$ cat src/rtl/emissor_codigo.sv
// emissor_codigo: plays a stored 6-digit code onto the keypad bus of the code lock.
// Each digit is presented for one EMITE cycle (insere strobe) followed by GAP idle
// cycles; a one-cycle fim pulse closes the sequence.
// Optional feature macro: EMISSOR_ERRO_INJ_EN adds erro_en/erro_idx to corrupt
// (bitwise invert) one chosen digit of a run.
module emissor_codigo #(
    parameter logic [3:0] D0  = 4'd5,
    parameter logic [3:0] D1  = 4'd9,
    parameter logic [3:0] D2  = 4'd0,
    parameter logic [3:0] D3  = 4'd9,
    parameter logic [3:0] D4  = 4'd8,
    parameter logic [3:0] D5  = 4'd1,
    parameter int         GAP = 3
) (
    input  logic       clk,
    input  logic       reset,
    input  logic       iniciar,
    input  logic       abortar,
`ifdef EMISSOR_ERRO_INJ_EN
    input  logic       erro_en,
    input  logic [2:0] erro_idx,
`endif
    output logic [4:1] numero,
    output logic       insere,
    output logic       ocupado,
    output logic [2:0] indice,
    output logic       fim
);

    // Handshake: insere is a one-cycle valid for numero; there is no ready,
    // the lock side must accept every strobed digit.

    typedef enum logic [1:0] {
        OCIOSO = 2'd0,
        EMITE  = 2'd1,
        ESPERA = 2'd2,
        FIM    = 2'd3
    } estado_t;

    localparam logic [3:0] GAP_M1 = 4'(GAP - 1);
    localparam logic [2:0] ULTIMO = 3'd5;

    estado_t    estado_q, estado_d;
    logic [3:0] gap_q, gap_d;
    logic [3:0] numero_q, numero_d;
    logic [2:0] indice_q, indice_d;
    logic       insere_q, insere_d;
    logic       ocupado_q, ocupado_d;
    logic       fim_q, fim_d;

    // Corruption controls as seen by the digit selector for the current cycle.
    logic       err_en_cur;
    logic [2:0] err_idx_cur;

`ifdef EMISSOR_ERRO_INJ_EN
    logic       erro_en_q, erro_en_d;
    logic [2:0] erro_idx_q, erro_idx_d;

    // In OCIOSO the start edge also captures the controls, so the first digit
    // must already see the incoming values rather than the stale registers.
    always_comb begin
        err_en_cur  = erro_en_q;
        err_idx_cur = erro_idx_q;
        if (estado_q == OCIOSO) begin
            err_en_cur  = erro_en;
            err_idx_cur = erro_idx;
        end
    end

    // Capture corruption controls only on an accepted start request.
    always_comb begin
        erro_en_d  = erro_en_q;
        erro_idx_d = erro_idx_q;
        if (estado_q == OCIOSO && iniciar) begin
            erro_en_d  = erro_en;
            erro_idx_d = erro_idx;
        end
    end

    // Corruption control registers.
    always_ff @(posedge clk or posedge reset) begin
        if (reset) begin
            erro_en_q  <= 1'b0;
            erro_idx_q <= 3'd0;
        end else begin
            erro_en_q  <= erro_en_d;
            erro_idx_q <= erro_idx_d;
        end
    end
`else
    assign err_en_cur  = 1'b0;
    assign err_idx_cur = 3'd0;
`endif

    // Code digit for index i, optionally inverted when it is the targeted one.
    function automatic logic [3:0] digito(input logic [2:0] i, input logic en,
                                          input logic [2:0] ei);
        logic [3:0] d;
        case (i)
            3'd0:    d = D0;
            3'd1:    d = D1;
            3'd2:    d = D2;
            3'd3:    d = D3;
            3'd4:    d = D4;
            default: d = D5;
        endcase
        if (en && (i == ei)) d = ~d;
        return d;
    endfunction

    // Next-state logic; outputs are computed from the next state so that they
    // come straight out of flops with no input-to-output path.
    always_comb begin
        estado_d = estado_q;
        gap_d    = gap_q;
        numero_d = numero_q;
        indice_d = indice_q;

        case (estado_q)
            OCIOSO: begin
                if (iniciar && !abortar) begin
                    estado_d = EMITE;
                    indice_d = 3'd0;
                    numero_d = digito(3'd0, err_en_cur, err_idx_cur);
                end
            end
            EMITE: begin
                estado_d = ESPERA;
                gap_d    = GAP_M1;
            end
            ESPERA: begin
                if (gap_q == 4'd0) begin
                    if (indice_q < ULTIMO) begin
                        estado_d = EMITE;
                        indice_d = indice_q + 3'd1;
                        numero_d = digito(indice_q + 3'd1, err_en_cur, err_idx_cur);
                    end else begin
                        estado_d = FIM;
                    end
                end else begin
                    gap_d = gap_q - 4'd1;
                end
            end
            FIM: begin
                estado_d = OCIOSO;
            end
            default: begin
                estado_d = OCIOSO;
            end
        endcase

        // Abort overrides every other transition; numero keeps its last value.
        if (abortar && (estado_q != OCIOSO)) begin
            estado_d = OCIOSO;
            indice_d = 3'd0;
            gap_d    = 4'd0;
            numero_d = numero_q;
        end

        insere_d  = (estado_d == EMITE);
        fim_d     = (estado_d == FIM);
        ocupado_d = (estado_d != OCIOSO);
    end

    // State, counters and registered outputs.
    always_ff @(posedge clk or posedge reset) begin
        if (reset) begin
            estado_q  <= OCIOSO;
            gap_q     <= 4'd0;
            numero_q  <= 4'd0;
            indice_q  <= 3'd0;
            insere_q  <= 1'b0;
            ocupado_q <= 1'b0;
            fim_q     <= 1'b0;
        end else begin
            estado_q  <= estado_d;
            gap_q     <= gap_d;
            numero_q  <= numero_d;
            indice_q  <= indice_d;
            insere_q  <= insere_d;
            ocupado_q <= ocupado_d;
            fim_q     <= fim_d;
        end
    end

    assign numero  = numero_q;
    assign insere  = insere_q;
    assign ocupado = ocupado_q;
    assign indice  = indice_q;
    assign fim     = fim_q;

endmodule

$ cat config.mk
export PLATFORM = sky130hd
export DESIGN_NAME = emissor_codigo
export DESIGN_NICKNAME = d
export VERILOG_FILES = /design/src/rtl/emissor_codigo.sv
export SDC_FILE = /design/constraint.sdc
export NUM_CORES = 1
export LEC_CHECK = 0
export CORE_MARGIN = 4
export CORE_UTILIZATION = 37
export DETAILED_ROUTE_END_ITERATION = 10
export PLACE_DENSITY = 0.56
export SETUP_SLACK_MARGIN = 0.2
export SKIP_LAST_GASP = 1
export SYNTH_ARGS = -nofsm -noshare
export SYNTH_HDL_FRONTEND = slang
export SYNTH_SLANG_ARGS = --single-unit
$ cat constraint.sdc
create_clock -name clk -period 2.56 [get_ports clk]
set_input_delay 0.384 -clock clk [delete_from_list [all_inputs] [get_ports clk]]
set_output_delay 0.384 -clock clk [all_outputs]
set_load 0.01 [all_outputs]
## Word-level counts from Yosys, hierarchy flattened

Cells that the tools add are included.
W data, S select, Z words.

- Input port bits: 4
- Logic and storage cells: 60
- Output and inout bits: 10
- Register bits: 16

- Eq/ne operators: 16
- Bitwise logic cells: 1
- Mux-type cells: 18
- Add/sub/neg operators: 2
- $lt $le $gt $ge: 1
- Reduce and logical (&&, ||, !) cells: 15

Operators by type and width:

| cell | number |
|---|---|
| $mux W4 | 5 |
| $pmux W4 S2 | 2 |
| $pmux W4 S4 | 1 |
| $mux W3 | 4 |
| $ne A3 B3 Y1 const B | 4 |
| $mux W2 | 4 |
| $pmux W2 S4 | 1 |
| $eq A2 B2 Y1 const B | 3 |
| $eq A3 B2 Y1 const B | 2 |
| $ne A2 B2 Y1 const B | 3 |
| $pmux W3 S2 | 1 |
| $reduce_bool A2 Y1 | 3 |
| $reduce_bool A3 Y1 | 2 |
| $reduce_and A5 Y1 | 1 |
| $eq A2 B1 Y1 const B | 2 |
| $logic_not A4 Y1 | 1 |
| $reduce_and A4 Y1 | 1 |
| $sub A4 B1 Y4 const B | 1 |
| $add A3 B1 Y3 const B | 1 |
| $eq A3 B1 Y1 const B | 1 |
| $eq A3 B3 Y1 const B | 1 |
| $logic_not A3 Y1 | 1 |
| $lt A3 B3 Y1 const B | 1 |
| $logic_and A1 B1 Y1 | 2 |
| other kinds (5) | 5 |

## Longest topological paths before layout

- Depth after elaboration: 7
- Mapped depth: 6
- Mapped depth without buffers: 6

## Worst setup path before layout

No wires, ideal clock.

- Path kind: reg2reg
- Start point: reg gap_q[0]
- End point: reg numero_q[3] (netlist: numero[4])
- Arrival: 1.597 ns
- Buffers on the path: 0
- Cell stages (with the launch flop): 7
- Period minus slack after synthesis: 1.722 ns
- Setup slack: 0.838 ns
- Setup time: 0.125 ns
- Data required time: 2.435 ns
- Path through: dfrtp_1 inv_1 ha_1 nor3b_4 a22o_4 a21boi_4 mux2_4

- Word-level cells in the longest chain between the ends: 3

RTL lines:

| item | line | RTL |
|---|---|---|
| start, declared | 44 | `logic [3:0] gap_q, gap_d;` |
| start signal, assigned | 177 | `gap_q <= gap_d;` |
| $logic_not A4 Y1 | 132 | `if (gap_q == 4'd0) begin` |
| $ne A2 B2 Y1 (no source line) | -- |  |
| $reduce_and A5 Y1 (no source line) | -- |  |
| end signal, assigned | 178 | `numero_q <= numero_d;` |
| end, declared | 45 | `logic [3:0] numero_q, numero_d;` |

Every way passes these cells.
A chain may end at the register's enable or synchronous reset.

## Final worst setup path

Ends and elaborated chain as after synthesis.

==> impl_results.md <==
* Root buf cell: clkbuf_4
* CTS tree: yes
* Most frequent cell after synthesis: dfrtp_1
* IO Port Bufs at 12
* Synth async-reset ratio at 1.00
* Vias in the first global route at 750
* Vias at 803
* Worst path max stage delay at 0.44 ns
* Slowest-stage cell, CP: dfrtp_1
* Worst-path cell chain: inv_1 -> ha_1 -> nor3b_4 -> a22o_4 -> a21boi_4 -> mux2_4
* Minimum clock period at 1.93 ns
* FF+latch area at 375 sq um
* CP Capture Type: register
* Cts hold-fix bufs at 0
* Filler Cells Inserted at 230
* Synth warnings at 0
* FP Rows at 18
* Synth top area cells: dfrtp_1, ha_1, o21ai_0
* Starting Density at 0.390
* Peak Freq at 0.519 GHz
* EDFF count, synth at 0
* PnR worst setup slack at roughly 0.63 ns
* Drt drc at 0
* Number of CTS-inserted buffers at 3
* Synthesized flop and latch total at 15
* Unrepaired setup endpoints after global routing: no
* DIE WIDTH at 59.4 um
* Post-CTS Setup Bufs at 0
* First-pass GRT wire length at about 3.6 mm
* Multi-input gate area at 554 sq um
* Top FF cell, synth: dfrtp_1
* Leakage at 0.457 nW
* Yosys top cell area share at 0.385
* Worst-path clk slew at 0.10 ns
* Die Ht at between 50 and 60 um
* Mapped Nets at about 110
* Run status: finished clean
* Min-delay worst type: in2async
* Largest net degree at the start of global routing at 17
* Post-route ant nets at 0
* R2R setup slack at around 0.63 ns
* Sequential area share after synthesis at 0.385
* CTS Buffer Depth at 2
* Pwr Density at 760 nW/um^2
* Setup crit start: gap_q[0]
* Top post-synthesis cells by count: dfrtp_1, o21ai_0, ha_1, inv_1, nand2_1
* Via density at approximately 5.6
* WS Path Type: reg2reg
* GRT Total Usage at 0.135
* Peak supply drop at 0.445 mV
* Total gr overflow at 0
* Crit-path max FO at 7
* Placed wire-length estimate at 1.52 mm
* CP Launch Type: register
* Clock Skew at 0.00294 ns
* I/O Pins at 14
* Syn Inst Count at 100
* Pre-CTS setup slack at ~0.46 ns
* Slew Limit Fails at 0
* Final hold vios at 0
* Setup TNS at 0 ns
* Mean post-synth cell area at 9.76 sq um
* RR Endpoint: numero[4]
* # Max-Cap Violations at 0
* Placer's final routability congestion estimate at 0.798
* Area Growth Syn to Fin at 17.7%
* Slew margin rel. at 0.623
* CP delay by family, top: flip-flops
* Layout cell share with drive strength beyond 1 at 0.115
* Required @ worst endpoint at 2.74 ns
* Initial antenna violation count at 0
* Worst-margin pin slew at 0.565 ns
* Avg WL per Cell at around 15 um
* Die ar. at 3520 sq um
* Area of the core at about 2500 sq um
* Post-CTS resize count at 0
* Final nets at ~130
* Area leader, netlist: dfrtp_1
* Synthesized cell area at ~1000 sq um
* Drt total wl at 2.11 mm
* Library cells used by synthesis at 37
* Crit path buffers/inverters at 1
* Clock sinks at 15
* R2r startpoint: gap_q[0]
* Diodes inserted at 0
* Worst Reg2Reg Path Length in Cells at 6
* Clk_lat worst skew at between 0.2 and 0.3 ns
* # setup viols final at 0
* H-tree levels at 1
* DRT iter0 DRCs at 31
* Final period util at 0.752
* Arr. time, crit path at 2.11 ns
* Drt first pass iters at 4
==> cell families after synthesis <==
kind of cell,Yosys count,synth area share
and+or+nand+nor,29,0.188
DFF,15,0.385
buffers and inverters,11,0.0474
adders and majority gates,7,0.0897
muxes,4,0.0474
xor gates and xnor gates,1,0.00898
other,1,0.00384
AOI/OAI and AO/OA,32,0.229
==> how the worst max path moves through the flow <==
stage | endpoint | slack (ns) | cells past startpoint
after floorplan | numero[4] | 0.84 | 6
after global placement | numero[4] | 0.50 | 5
after detailed placement | numero[4] | 0.46 | 5
after CTS | numero[4] | 0.63 | 6
after global routing | indice[1] | 0.50 | 6
final | numero[4] | 0.63 | 6
==> per-stage QoR <==
stage               instance area [sq um]  total power [mW]  hold slack [ns]  std cells   util
floorplan                             976             0.623            0.285        100      -
global placement                     1120             0.728            0.499        139  0.448
detailed placement                   1120             0.736            0.501        139  0.448
CTS                                  1150             0.877            0.464        143  0.459
global route                         1150             0.948            0.483        143  0.459
finish                               1150             0.873            0.441        143  0.459
==> worst register-to-register path, cell delays in order, from the launching register on <==
cell and delay [ns]:
dfrtp_1 0.44, inv_1 0.10, ha_1 0.20, nor3b_4 0.36
a22o_4 0.20, a21boi_4 0.21, mux2_4 0.31
==> cells in the final DEF (no fill, tap or decap), drive strengths merged, types with 2 or more instances in the layout <==
cell           instances
o21ai                 13
nand3                  2
a21boi                 2
a31oi                  2
a21oi                  6
a211oi                 3
nor2b                  2
inv                    7
nor4                   2
o22a                   2
mux2i                  2
mux2                   2
nand2                  7
nor3                   3
dfrtp                 15
ha                     7
nor4b                  2
nand2b                 3
nor3b                  4
clkbuf                 3
clkdlybuf4s50         12
==> sequential cells by signal (all words and copies together) (netlist names) <==
| name | cells |
|---|---|
| estado_q | 2 |
| numero | 3 |
| fim | 1 |
| insere | 1 |
| gap_q | 4 |
| ocupado | 1 |
| indice | 3 |
==> layout make-up <==
cell class,count,area share
clock inverter,1,0.00436
clock buffer,3,0.0196
sequential,15,0.327
multi-input combinational,74,0.483
tap,30,0.0327
inverter,7,0.0229
timing repair buffer,13,0.111
==> metal layers <==
metal  vias up  GRT usage  wire length [um]  share of wire
li1        388          -                 -              -
met1       379      0.184              1020           0.49
met2        28      0.201               918           0.44
met3         8     0.0392               115          0.055
met4         0     0.0485                48          0.023
met5         -          0                 0              0
==> power by group <==
group          total, mW  switching [mW]  internal, mW
logic              0.361           0.177         0.183
clock network      0.140          0.0823        0.0581
registers          0.372          0.0857         0.287
Power figures use the tool's default switching activity.
